[src/rtl/ctrl_pkt_arbiter_pkg.sv]
// Shared UDT control-path definitions: packet type codes, requester indices,
// default datapath width and arbiter FSM encoding.
package ctrl_pkt_arbiter_pkg;

    localparam int DATA_W_DEF = 64;

    localparam logic [14:0] PKT_KEEPALIVE = 15'd1;
    localparam logic [14:0] PKT_ACK       = 15'd2;
    localparam logic [14:0] PKT_NAK       = 15'd3;
    localparam logic [14:0] PKT_SHUTDOWN  = 15'd5;
    localparam logic [14:0] PKT_ACK2      = 15'd6;

    localparam int REQ_ACK2      = 0;
    localparam int REQ_ACK       = 1;
    localparam int REQ_NAK       = 2;
    localparam int REQ_KEEPALIVE = 3;

    typedef enum logic {
        ST_IDLE = 1'b0,
        ST_BUSY = 1'b1
    } arb_state_e;

endpackage

[src/rtl/ctrl_pkt_arbiter_axis_reg_slice.sv]
// axis_reg_slice: 2-entry AXI-stream skid buffer (tdata/tkeep/tlast) with fully
// registered outputs and an input ready that depends only on local state.
module axis_reg_slice #(
    parameter int DATA_W = 64,
    parameter int KEEP_W = DATA_W / 8
) (
    input  logic              clk,
    input  logic              rst,
    input  logic              in_valid,
    output logic              in_ready,
    input  logic [DATA_W-1:0] in_data,
    input  logic [KEEP_W-1:0] in_keep,
    input  logic              in_last,
    output logic              out_valid,
    input  logic              out_ready,
    output logic [DATA_W-1:0] out_data,
    output logic [KEEP_W-1:0] out_keep,
    output logic              out_last
);

    logic              out_valid_r;
    logic [DATA_W-1:0] out_data_r;
    logic [KEEP_W-1:0] out_keep_r;
    logic              out_last_r;
    logic              skid_valid_r;
    logic [DATA_W-1:0] skid_data_r;
    logic [KEEP_W-1:0] skid_keep_r;
    logic              skid_last_r;

    assign in_ready  = ~skid_valid_r;
    assign out_valid = out_valid_r;
    assign out_data  = out_data_r;
    assign out_keep  = out_keep_r;
    assign out_last  = out_last_r;

    // Main/skid register pair; skid absorbs the beat accepted while the output stalls.
    always_ff @(posedge clk) begin
        if (rst) begin
            out_valid_r  <= 1'b0;
            out_data_r   <= {DATA_W{1'b0}};
            out_keep_r   <= {KEEP_W{1'b0}};
            out_last_r   <= 1'b0;
            skid_valid_r <= 1'b0;
            skid_data_r  <= {DATA_W{1'b0}};
            skid_keep_r  <= {KEEP_W{1'b0}};
            skid_last_r  <= 1'b0;
        end else if (!out_valid_r || out_ready) begin
            if (skid_valid_r) begin
                out_valid_r  <= 1'b1;
                out_data_r   <= skid_data_r;
                out_keep_r   <= skid_keep_r;
                out_last_r   <= skid_last_r;
                skid_valid_r <= 1'b0;
            end else if (in_valid) begin
                out_valid_r <= 1'b1;
                out_data_r  <= in_data;
                out_keep_r  <= in_keep;
                out_last_r  <= in_last;
            end else begin
                out_valid_r <= 1'b0;
            end
        end else if (in_valid && !skid_valid_r) begin
            skid_valid_r <= 1'b1;
            skid_data_r  <= in_data;
            skid_keep_r  <= in_keep;
            skid_last_r  <= in_last;
        end else begin
            skid_valid_r <= skid_valid_r;
        end
    end

endmodule

[src/rtl/ctrl_pkt_arbiter.sv]
// Packet-granular round-robin arbiter sharing the UDT control-packet stream.
// Define CTRL_ARB_ACK2_PRIO_EN to give requester 0 (ACK2) absolute priority.
module ctrl_pkt_arbiter
    import ctrl_pkt_arbiter_pkg::*;
#(
    parameter int NUM_REQ = 4,
    parameter int DATA_W  = DATA_W_DEF,
    parameter int KEEP_W  = DATA_W / 8,
    parameter int IDX_W   = (NUM_REQ > 1) ? $clog2(NUM_REQ) : 1
) (
    input  logic                      core_clk,
    input  logic                      core_rst,
    input  logic [NUM_REQ*DATA_W-1:0] req_tdata,
    input  logic [NUM_REQ*KEEP_W-1:0] req_tkeep,
    input  logic [NUM_REQ-1:0]        req_tvalid,
    output logic [NUM_REQ-1:0]        req_tready,
    input  logic [NUM_REQ-1:0]        req_tlast,
    output logic [DATA_W-1:0]         ctrl_tdata,
    output logic [KEEP_W-1:0]         ctrl_tkeep,
    output logic                      ctrl_tvalid,
    input  logic                      ctrl_tready,
    output logic                      ctrl_tlast,
    output logic [IDX_W-1:0]          grant_id,
    output logic                      busy
);

    arb_state_e          state_r;
    arb_state_e          state_nxt_s;
    logic [IDX_W-1:0]    grant_id_r;
    logic [IDX_W-1:0]    rr_ptr_r;
    logic [IDX_W-1:0]    pick_idx_s;
    logic [IDX_W-1:0]    cand_s;
    logic                pick_found_s;
    logic                pick_hit_s;
    logic                pick_upd_rr_s;
    logic [NUM_REQ-1:0]  req_tready_s;
    logic [DATA_W-1:0]   req_data_a [NUM_REQ];
    logic [KEEP_W-1:0]   req_keep_a [NUM_REQ];
    logic                slice_in_valid_s;
    logic                slice_in_ready_s;
    logic                beat_acc_s;

    for (genvar g = 0; g < NUM_REQ; g++) begin : g_unpack
        assign req_data_a[g] = req_tdata[g*DATA_W +: DATA_W];
        assign req_keep_a[g] = req_tkeep[g*KEEP_W +: KEEP_W];
    end

    assign slice_in_valid_s = (state_r == ST_BUSY) & req_tvalid[grant_id_r];
    assign beat_acc_s       = slice_in_valid_s & slice_in_ready_s;
    assign req_tready       = req_tready_s;
    assign grant_id         = grant_id_r;
    assign busy             = (state_r == ST_BUSY);

    // Cyclic search starting after the round-robin pointer; the last winner ranks lowest.
    always_comb begin
        pick_found_s  = 1'b0;
        pick_hit_s    = 1'b0;
        pick_idx_s    = grant_id_r;
        pick_upd_rr_s = 1'b1;
        cand_s        = {IDX_W{1'b0}};
`ifdef CTRL_ARB_ACK2_PRIO_EN
        if (req_tvalid[REQ_ACK2]) begin
            pick_found_s  = 1'b1;
            pick_idx_s    = IDX_W'(REQ_ACK2);
            pick_upd_rr_s = 1'b0;
        end else begin
            pick_upd_rr_s = 1'b1;
        end
`endif
        for (int k = 1; k <= NUM_REQ; k++) begin
            cand_s       = IDX_W'((int'(rr_ptr_r) + k) % NUM_REQ);
            pick_hit_s   = !pick_found_s && req_tvalid[cand_s];
            pick_idx_s   = pick_hit_s ? cand_s : pick_idx_s;
            pick_found_s = pick_found_s | pick_hit_s;
        end
    end

    // Next-state and per-requester ready decode.
    always_comb begin
        state_nxt_s  = state_r;
        req_tready_s = {NUM_REQ{1'b0}};
        case (state_r)
            ST_IDLE: begin
                if (pick_found_s) begin
                    state_nxt_s = ST_BUSY;
                end else begin
                    state_nxt_s = ST_IDLE;
                end
            end
            ST_BUSY: begin
                req_tready_s[grant_id_r] = slice_in_ready_s;
                if (beat_acc_s && req_tlast[grant_id_r]) begin
                    state_nxt_s = ST_IDLE;
                end else begin
                    state_nxt_s = ST_BUSY;
                end
            end
            default: begin
                state_nxt_s = ST_IDLE;
            end
        endcase
    end

    // State, grant and round-robin pointer registers.
    always_ff @(posedge core_clk) begin
        if (core_rst) begin
            state_r    <= ST_IDLE;
            grant_id_r <= IDX_W'(NUM_REQ - 1);
            rr_ptr_r   <= IDX_W'(NUM_REQ - 1);
        end else begin
            state_r <= state_nxt_s;
            if ((state_r == ST_IDLE) && pick_found_s) begin
                grant_id_r <= pick_idx_s;
                if (pick_upd_rr_s) begin
                    rr_ptr_r <= pick_idx_s;
                end else begin
                    rr_ptr_r <= rr_ptr_r;
                end
            end else begin
                grant_id_r <= grant_id_r;
            end
        end
    end

    axis_reg_slice #(
        .DATA_W (DATA_W),
        .KEEP_W (KEEP_W)
    ) u_slice (
        .clk       (core_clk),
        .rst       (core_rst),
        .in_valid  (slice_in_valid_s),
        .in_ready  (slice_in_ready_s),
        .in_data   (req_data_a[grant_id_r]),
        .in_keep   (req_keep_a[grant_id_r]),
        .in_last   (req_tlast[grant_id_r]),
        .out_valid (ctrl_tvalid),
        .out_ready (ctrl_tready),
        .out_data  (ctrl_tdata),
        .out_keep  (ctrl_tkeep),
        .out_last  (ctrl_tlast)
    );

endmodule

[config.mk]
export PLATFORM = sky130hd
export DESIGN_NAME = ctrl_pkt_arbiter
export DESIGN_NICKNAME = d
export VERILOG_FILES = /design/src/rtl/ctrl_pkt_arbiter_pkg.sv /design/src/rtl/ctrl_pkt_arbiter_axis_reg_slice.sv /design/src/rtl/ctrl_pkt_arbiter.sv
export SDC_FILE = /design/constraint.sdc
export NUM_CORES = 1
export LEC_CHECK = 0
export CAP_MARGIN = 15
export CORE_AREA = 2 2 147 149
export CTS_CLUSTER_SIZE = 14
export DETAILED_ROUTE_END_ITERATION = 10
export DIE_AREA = 0 0 149 151
export PLACE_DENSITY = 0.76
export SETUP_SLACK_MARGIN = 0.5
export SLEW_MARGIN = 20
export SYNTH_ARGS = -nofsm -noshare
export SYNTH_HDL_FRONTEND = slang
export SYNTH_SLANG_ARGS = --single-unit
[constraint.sdc]
create_clock -name core_clk -period 3.4 [get_ports core_clk]
set_input_delay 0.34 -clock core_clk [delete_from_list [all_inputs] [get_ports core_clk]]
set_output_delay 0.34 -clock core_clk [all_outputs]
set_load 0.01 [all_outputs]
==> run summary <==
The run finished with clean final reports. The maximum buffer depth of the clock tree is 2. Setup repair after global routing left no endpoint under its margin.

The number of enable flip-flop cells after synthesis came out at 0. The normalized max-slew margin is 0.3620. The maximum ir drop on the vdd rail came out at approximately 320 uV. The number of placed I/O pins came out at 380. The post-detailed-route via-to-cell ratio came out at roughly 5.4. The count of input and output buffers came out at roughly 380.

Summing all placed instances gives a cell area of 11990 um^2. The half-perimeter wire length after placement came out at approximately 19000 um. The area share of the largest cell type after synthesis is 0.3720. The number of antenna violations at the first check in global routing is 0. The floorplan step defined a die boundary enclosing between 20000 and 25000 um^2.

In this run the worst hold path is classified as reg -> reg. In this run the critical register-to-register path is captured at u_slice.out_data[21]$_SDFFE_PP0P_. The count of endpoints failing hold in the final timing report came out at 0. By startpoint and endpoint, the worst setup path is classified as reg -> out. The final routed wirelength across all metal layers is about 27000 um.

The synthesized net count came out at around 1100. The share of flip-flops with an asynchronous set or reset came out at 0. The CTS root buffer is clkbuf_16. The source-to-sink clock delay at the later pin of the worst-skew pair came out at around 420 ps.

The die height came out at ~150 um. The via count is approximately 7600. Of all cell types, the one taking the most synthesized area is dfxtp_1. A synthesized cell averages between 10 and 15 um^2.

The row count is 53. The pre-antenna-repair detailed-routing pass consisted of 5 iterations. The global-route wire length before repair is just over 40000 um. The number of design-rule violations left by the first detailed-router iteration came out at between 300 and 400.

The growth of design area from synthesis to finish came out at 54.69%. The placer's final routability congestion estimate is 0.7551. The startpoint of the worst-slack reg-to-reg timing path is u_slice.skid_valid_r$_SDFFE_PP0P_.

The deepest level of the CTS H-tree came out at 4. The top achievable clock speed is 371.3 MHz. The sequential fraction of the synthesis area is 0.3720. The worst-case register-to-register setup slack came out at 810 ps. Counting cells, the worst reg-to-reg path comes to 5. The maximum number of pins on one net before global-route repair is between 80 and 90. The all-layer global routing usage came out at 0.2324. The remaining antenna violation count came out at 0. The number of buffers added to fix hold violations after cts is 0. The clock tree skew after final layout came out at 7.321 ps.

Dividing the detail-routed wire length by the instance count gives ~19 um. Among all cell types in the netlist, the one instantiated most often is dfxtp_1. The cell area after layout came out at approximately 13000 um^2.

The worst hold path begins at u_slice.skid_data_r[13]$_SDFFE_PP0P_. The count of unresolved DRC violations after routing is 0. The sink count of the clock tree is ~150.

After synthesis, the cell types taking the most area are dfxtp_1 (37%), mux4_2 (21%), mux2i_1 (9.2%), a21oi_1 (9.2%), nand2_1 (6.7%). The final layout net count is approximately 1400. TritonCTS built the clock tree. Yosys printed 0 warnings. Along the worst hold path, the cell count comes to 2. The setup-violating endpoint count in the final report is 0.

The power per standard cell area is around 630 nW/um^2. The kind of start point of the critical path is a register. Prior to clock tree synthesis, the placed netlist has a worst setup slack of between 600 and 700 ps.

The number of filler instances in the final layout came out at 1778. The final period utilization is 0.7921. The leakage power summed over all cells is roughly 4.2 nW. The path with the worst hold slack has its endpoint at u_slice.skid_data_r[13]$_SDFFE_PP0P_. TritonCTS created 17 clock buffers. The x dimension of the die is about 150 um. The critical path data arrival time is around 2400 ps. The post-route minimum period is 2693 ps. The total negative slack for setup checks came out at 0 ps. Clock-pin slew was measured on the worst setup and hold paths at 60 ps. The post-synthesis sequential element count came out at 151. The share of final-layout standard cells stronger than drive strength 1 came out at 0.1235. For the pin with the worst max-slew slack, the measured transition is 957.1 ps. For this run the aggregate overflow at the end of global routing stands at 0. The number of diodes is 0. STA classifies the critical path endpoint as an output port. The total of max-cap violations is 0.

The slack of the critical path came out at between 700 and 800 ps. Of all nets on the critical path, the largest fanout is 37. The predominant post-synthesis flop cell is dfxtp_1. For this configuration, the core starts out at a cell density of 0.3903.

Synthesis produced a netlist whose cell count is 789. The post-synthesis cell type count came out at 34. The final count of pins violating max slew came out at 0.

The via count of the first global-routing pass came out at about 7600. In this run the cell area of the synthesized design comes to about 8100 um^2. Counting instances in the post-synthesis netlist gives the leading cell types as dfxtp_1 (151), a21oi_1 (149), nand2_1 (146), mux4_2 (77), mux2i_1 (75). STA puts the critical path data required time at ~3000 ps. The area inside the core boundary is between 20000 and 25000 um^2.
cell usage in the layout, fill, tap and decap left out, drive strengths merged, types with 2 or more instances in the layout:
| cell type | instances |
|---|---|
| nor2 | 5 |
| mux2i | 75 |
| clkinv | 8 |
| clkbuf | 21 |
| o21ai | 2 |
| clkdlybuf4s50 | 378 |
| and2 | 4 |
| bufinv | 2 |
| a211oi | 74 |
| dfxtp | 151 |
| nor3 | 2 |
| nor2b | 2 |
| ha | 4 |
| inv | 3 |
| mux4 | 77 |
| a21oi | 150 |
| buf | 16 |
| nand2 | 146 |
what timing repair did:
item	4_1_cts	5_1_grt
endpoints found under the hold margin	0	0
gates resized for setup	1	1
endpoints found under the setup margin	1	31
buffers inserted	0	0
routing by layer:
layer | vias to the layer above | track usage | part of all wire
met5 | - | 0 | 0
met4 | 0 | 0.07238 | 0.022
li1 | 3616 | - | -
met1 | 3629 | 0.2771 | 0.39
met2 | 286 | 0.4122 | 0.52
met3 | 34 | 0.05873 | 0.069
worst max-delay path by stage:
| stage | to | cells after the start | start |
|---|---|---|---|
| after global placement | u_slice.skid_data_r[4]$_SDFFE_PP0P_ | 5 | u_slice.skid_valid_r$_SDFFE_PP0P_ |
| after global routing | req_tready[1] | 4 | rr_ptr_r[0]$_SDFFE_PP1P_ |
| after CTS | req_tready[2] | 3 | u_slice.skid_valid_r$_SDFFE_PP0P_ |
| after detailed placement | u_slice.skid_keep_r[1]$_SDFFE_PP0P_ | 5 | u_slice.skid_valid_r$_SDFFE_PP0P_ |
| after floorplan | busy$_SDFF_PP0_ | 9 | rr_ptr_r[1]$_SDFFE_PP1P_ |
| final | req_tready[3] | 4 | rr_ptr_r[0]$_SDFFE_PP1P_ |
cell families after synthesis:
family,Yosys count,synth area share
AOI/OAI and AO/OA,231,0.1723
adders and majority gates,4,0.006159
buffers and inverters,84,0.05928
DFF,151,0.3720
muxes,153,0.3072
and+or+nand+nor,166,0.08314
critical path: stages, from the launching register on:
cell	delay, ps
dfxtp_4	660
buf_12	330
ha_1	190
and2_1	150
clkdlybuf4s50_1	550
layout make-up:
class / count / area, um^2 / share of cell area
Sequential cell: 151 / 3034 / 0.2414
Clock inverter: 11 / 126.4 / 0.01005
Clock buffer: 21 / 450.4 / 0.03583
Tap cell: 275 / 344.1 / 0.02737
Inverter: 3 / 11.26 / 0.0008958
Multi-Input combinational cell: 554 / 4634 / 0.3687
Timing Repair Buffer: 394 / 3970 / 0.3158
metrics by stage:
step	power (W)	hold WS, ps	utilization	std cells
floorplan	0.004797	436.0	-	789
global placement	0.006141	440.7	0.5757	1377
detailed placement	0.006204	446.3	0.5757	1377
CTS	0.008067	455.1	0.6036	1409
global route	0.008435	468.9	0.6037	1409
finish	0.007973	452.5	0.6037	1409
sequential cells by signal (all words and copies together) (netlist names), 2 cells and up:
register	flops
u_slice.out_data	64
u_slice.skid_data_r	64
u_slice.skid_keep_r	8
rr_ptr_r	2
u_slice.out_keep	8
where the power goes:
part / internal (W) / switching (W)
Combinational: 0.00206 / 0.00172
Sequential: 0.00209 / 0.000267
Clock: 0.00110 / 0.000736
Total: 0.00525 / 0.00272
Note: power is estimated with default switching activity, not from simulation.
